**src/rtl/writeback_arbiter.sv**
```systemverilog
// writeback_arbiter: merges ALU and buffered LSU results onto the register-file write port, with a busy scoreboard.
// Optional WB_BYPASS_EN adds same-cycle forwarding outputs rs1_fwd/rs2_fwd/fwd_data.
module writeback_arbiter #(
    parameter int XLEN           = 32,
    parameter int REG_ADDR_W     = 5,
    parameter int LSU_FIFO_DEPTH = 2
) (
    input  logic                              clk,
    input  logic                              reset,
    input  logic                              alu_valid,
    input  logic [REG_ADDR_W-1:0]             alu_rd,
    input  logic [XLEN-1:0]                   alu_data,
    input  logic                              lsu_valid,
    output logic                              lsu_ready,
    input  logic [REG_ADDR_W-1:0]             lsu_rd,
    input  logic [XLEN-1:0]                   lsu_data,
    input  logic                              issue_valid,
    input  logic [REG_ADDR_W-1:0]             issue_rd,
    input  logic [REG_ADDR_W-1:0]             query_rs1,
    input  logic [REG_ADDR_W-1:0]             query_rs2,
    output logic                              rs1_busy,
    output logic                              rs2_busy,
    output logic                              regWrite,
    output logic [REG_ADDR_W-1:0]             writeRegister,
    output logic [XLEN-1:0]                   writeData,
    output logic [$clog2(LSU_FIFO_DEPTH):0]   fifo_count
`ifdef WB_BYPASS_EN
    ,
    output logic                              rs1_fwd,
    output logic                              rs2_fwd,
    output logic [XLEN-1:0]                   fwd_data
`endif
);
    localparam int PW = $clog2(LSU_FIFO_DEPTH);
    localparam int CW = PW + 1;
    localparam int NR = 2 ** REG_ADDR_W;

    logic [REG_ADDR_W-1:0] fifo_rd   [LSU_FIFO_DEPTH];
    logic [XLEN-1:0]       fifo_data [LSU_FIFO_DEPTH];
    logic [PW-1:0]         wp, rp;
    logic [NR-1:0]         busy, set_mask, clr_mask;
    logic                  push, pop;
    logic [REG_ADDR_W-1:0] head_rd;

    assign lsu_ready = fifo_count < CW'(LSU_FIFO_DEPTH);
    assign push      = lsu_valid && lsu_ready;
    assign pop       = !alu_valid && fifo_count != '0;
    assign head_rd   = fifo_rd[rp];
    assign set_mask  = issue_valid ? NR'(1) << issue_rd : '0;
    assign clr_mask  = pop ? NR'(1) << head_rd : '0;
    assign rs1_busy  = busy[query_rs1];
    assign rs2_busy  = busy[query_rs2];

    // Storage needs no reset; occupancy is tracked by the pointers and count.
    always_ff @(posedge clk) begin
        if (push) begin
            fifo_rd[wp]   <= lsu_rd;
            fifo_data[wp] <= lsu_data;
        end
    end

    always_ff @(posedge clk or negedge reset) begin
        if (!reset) begin
            wp            <= '0;
            rp            <= '0;
            fifo_count    <= '0;
            busy          <= '0;
            regWrite      <= 1'b0;
            writeRegister <= '0;
            writeData     <= '0;
        end else begin
            wp            <= push ? wp + PW'(1) : wp;
            rp            <= pop ? rp + PW'(1) : rp;
            fifo_count    <= fifo_count + CW'(push) - CW'(pop);
            // Set is applied after clear so a same-edge reissue keeps the register busy.
            busy          <= ((busy & ~clr_mask) | set_mask) & ~NR'(1);
            regWrite      <= alu_valid ? alu_rd != '0 : pop && head_rd != '0;
            writeRegister <= alu_valid ? alu_rd : pop ? head_rd : writeRegister;
            writeData     <= alu_valid ? alu_data : pop ? fifo_data[rp] : writeData;
        end
    end

`ifdef WB_BYPASS_EN
    assign rs1_fwd  = regWrite && writeRegister != '0 && writeRegister == query_rs1;
    assign rs2_fwd  = regWrite && writeRegister != '0 && writeRegister == query_rs2;
    assign fwd_data = writeData;
`endif
endmodule

```
**config.mk**
```make
export PLATFORM = sky130hd
export DESIGN_NAME = writeback_arbiter
export DESIGN_NICKNAME = d
export VERILOG_FILES = /design/src/rtl/writeback_arbiter.sv
export SDC_FILE = /design/constraint.sdc
export NUM_CORES = 1
export LEC_CHECK = 0
export BUFFER_PORTS_ARGS = -buffer_cell sky130_fd_sc_hd__buf_2
export CAP_MARGIN = 15
export CELL_PAD_IN_SITES_DETAIL_PLACEMENT = 0
export CELL_PAD_IN_SITES_GLOBAL_PLACEMENT = 2
export CORE_UTILIZATION = 36
export DETAILED_ROUTE_END_ITERATION = 10
export GPL_TIMING_DRIVEN = 0
export PLACE_DENSITY = 0.84
export SETUP_SLACK_MARGIN = 0.02
export SLEW_MARGIN = 40
export SYNTH_ARGS = -nofsm -noshare
export SYNTH_HDL_FRONTEND = slang
export SYNTH_SLANG_ARGS = --single-unit
```
**constraint.sdc**
```tcl
create_clock -name clk -period 3.6 [get_ports clk]
set_input_delay 0.36 -clock clk [delete_from_list [all_inputs] [get_ports clk]]
set_output_delay 0.36 -clock clk [all_outputs]
set_load 0.005 [all_outputs]
```
==> impl_summary.log <==
INFO  metric nNetsFinal = 807
INFO  metric grt_busiest_layer = met2
INFO  metric die_h = 138 um
INFO  metric ir_drop = 365 uV
INFO  metric commonest_cells_after_routing_fill_and_taps_aside = 139 x buf_2, 78 x o21ai_0, 74 x edfxtp_1, 73 x dfrtp_1, 54 x mux2i_1
INFO  metric diodes = 0
INFO  metric crit-reg2reg-capture = writeData[29]
INFO  metric synth_enable_flop_cells = 74
INFO  metric ys.warnings.count = 0
INFO  metric share_of_synthesized_flip_flops_with_an_asynchronous_set_or_reset = 49.7%
INFO  metric worstSetupStartpointType = flip-flop
INFO  metric maxCapViolCount = 0
INFO  metric placement_rows = 49
INFO  metric crit_slowest_cell = mux4_2
INFO  metric syn2layout_area_growth = 25.1%
INFO  metric track_usage = 18.9%
INFO  metric numCtsBuffers = 17
INFO  metric viasPerCell = 5.15
INFO  metric start_util = 36.9%
INFO  metric drt_pre_antenna_iters = 5
INFO  metric fmaxAchievable = 459 MHz
INFO  metric path_delay_family = multiplexers
INFO  metric numClockSinks = 147
INFO  metric layout-drive-gt1-share = 28.6%
INFO  metric timing.final.max_slew_violations = 0
INFO  metric worst_hold_slack = 0.124 ns
INFO  metric cts.repair.resized = 0
INFO  metric avgRoutedWirePerCell = 17.6 um
INFO  metric peak_per_stage_delay_on_the_critical_path = 0.49 ns
INFO  metric status = completed
INFO  metric hpwlAfterDp = 12500 um
INFO  metric worst_setup_path_startpoint = busy[7]
INFO  metric cts-root-buf = clkbuf_16
INFO  metric synth_fp_nets = 653
INFO  metric critical_path.endpoint_type = output pin
INFO  metric initialDrtViolationCount = 221
INFO  metric tritoncts = built
INFO  metric clk_path_buf_depth = 2
INFO  metric gp_congestion = 0.869
INFO  metric worst-endpoint-arrival = 1.82 ns
INFO  metric gr-usage-met2 = 30.6%
INFO  metric pin_count = 137
INFO  metric reg2regPathDepth = 5
INFO  metric period_needed = 2.18 ns
INFO  metric worst_margin_pin_slew = 0.617 ns
INFO  metric route.detailed.drc = 0
INFO  metric syn_area = 0.00665 mm^2
INFO  metric rsz0062_at_grt = false
INFO  metric design.core.area = 0.0180 mm^2
INFO  metric regToRegStartpoint = fifo_count[1]
INFO  metric synthCells = 557
INFO  metric clock_skew = 0.00536 ns
INFO  metric critical_path_depth = 5
INFO  metric required = 3.24 ns
INFO  metric hp-class = primary input to flip-flop
INFO  metric fin_crit_sh = 60.5%
INFO  metric ff2ff_setup_slack = 1.87 ns
INFO  metric power.static_leakage = 3.48 nW
INFO  metric synthDistinctLibCells = 39
INFO  metric grt_remaining_overflow = 0
INFO  metric post_route_setup_tns = 0 ns
INFO  metric antenna_violations_before_repair = 1
INFO  metric gr-usage-met1 = 23.1%
INFO  metric commonest_register_cell_after_synthesis = edfxtp_1
INFO  metric layout_setup_ws = 1.42 ns
INFO  metric layout.cells.most_common = buf_2
INFO  metric clkLatencyLatePin = 0.42 ns
INFO  metric avgSynthCellArea = 11.9 um^2
INFO  metric io_buffers = 131
INFO  metric synth.ff_latch_count = 147
INFO  metric nFillCells = 1693
INFO  metric utilization_of_the_core_after_routing = 46.1%
INFO  metric slew-limit-headroom = 57.7%
INFO  metric cts_clk_pin_slew_worst_paths = 0.06 ns
INFO  metric grt_pass1_wl = 26400 um
INFO  metric cp_cell_sequence = mux4_2 > nand2b_1 > o211ai_1 > nand4_1 > buf_2
INFO  metric pwr_density_cell = 776 mW/mm^2
INFO  metric area_of_the_die = 0.0190 mm^2
INFO  metric holdCritStartpoint = lsu_data[25]
INFO  metric hold_viol = 0
INFO  metric cts_htree_levels = 4
INFO  metric worst_hold_path.num_cells = 1
INFO  metric maximum_number_of_pins_on_one_net_before_global_route_repair = 60
INFO  metric timing.setup.critical_path_class = flip-flop to output pin
INFO  metric gr_met3_demand_resource = 6.98%
INFO  metric sequential_area_share_after_synthesis = 60.9%
INFO  metric crit_end = rs1_busy
INFO  metric setup_viol = 0
INFO  metric antenna_left = 0
INFO  metric die-width = 138 um
INFO  metric number_of_global_route_vias_before_repair = 5030
INFO  metric critical_path.max_fanout = 3
INFO  metric finish.cell_count_without_fillers = 953
INFO  metric worstPathBufferInverterCount = 1
INFO  metric placed_cells = 920
INFO  metric dp_worst_setup_slack = 1.74 ns
INFO  metric wl_final = 16800 um
INFO  metric vias = 4909
routing by layer:
| layer | share of wire, % | routed length, um |
|---|---|---|
| met3 | 7.9 | 1320 |
| met5 | 0.077 | 13 |
| met1 | 43 | 7180 |
| met4 | 1.6 | 274 |
| met2 | 48 | 7990 |
through the flow:
step	power, W	cell area (um^2)
floorplan	0.00388	6650
global route	0.00687	8320
detailed placement	0.00465	7680
CTS	0.00653	8320
global placement	0.00457	7590
finish	0.00645	8320
cells by family (layout without fill, tap and decap cells):
logic type / Yosys count / in the layout / synth area share, %
simple gates: 144 / 144 / 10.1
xor+xnor: 4 / 4 / 0.527
mux: 63 / 63 / 10.8
compound gates: 163 / 163 / 14.2
flops: 147 / 147 / 60.9
buf+inv: 34 / 201 / 3.11
fa+ha+maj: 2 / 2 / 0.376
power breakdown:
| part | internal, W | switching, W | total (W) |
|---|---|---|---|
| logic | 0.000873 | 0.00112 | 0.00199 |
| registers | 0.00228 | 0.000322 | 0.00261 |
| clock network | 0.00118 | 0.000677 | 0.00186 |
worst min path at each step:
stage | slack [ns] | to
finish | 0.12 | fifo_data[0][25]
global route | 0.11 | fifo_data[0][0]
CTS | 0.1 | fifo_data[1][20]
detailed placement | 0.20 | writeData[4]
global placement | 0.48 | wp
floorplan | 0.06 | busy[10]
cells in the mapped netlist (5+ instances only):
cell / instances / area [um^2]
inv_1: 5 / 18.8
edfxtp_1: 74 / 2220
nor2_1: 45 / 169
nor2b_1: 7 / 43.8
o211ai_2: 6 / 75.1
o21ai_1: 19 / 95.1
o21ai_0: 78 / 390
mux2i_1: 54 / 541
buf_6: 9 / 101
buf_2: 9 / 45.0
nand3_1: 13 / 65.1
dfrtp_1: 73 / 1830
nand2b_1: 9 / 56.3
a21oi_1: 40 / 200
mux4_2: 6 / 135
clkbuf_1: 11 / 41.3
nand2_1: 52 / 195
final cells by class:
type	instances	area [um^2]	share of cell area, %
Timing Repair Buffer	135	742	8.92
Clock buffer	20	447	5.37
Buffer	29	188	2.26
Multi-Input combinational cell	376	2410	28.9
Sequential cell	147	4050	48.7
Clock inverter	12	180	2.17
Inverter	5	18.8	0.226
Tap cell	229	287	3.45
repair_timing:
item                      4_1_cts  5_1_grt
hold buffers                    1        0
buffers inserted                0        0
hold endpoints to repair       14        0
registers in the layout (all words and copies together), names as in the netlist:
signal and count:
fifo_data 64, fifo_rd 10, writeRegister 5, writeData 32, regWrite 1, busy 31
rp 1, fifo_count 2, wp 1
(Power assumes the default switching activity.)
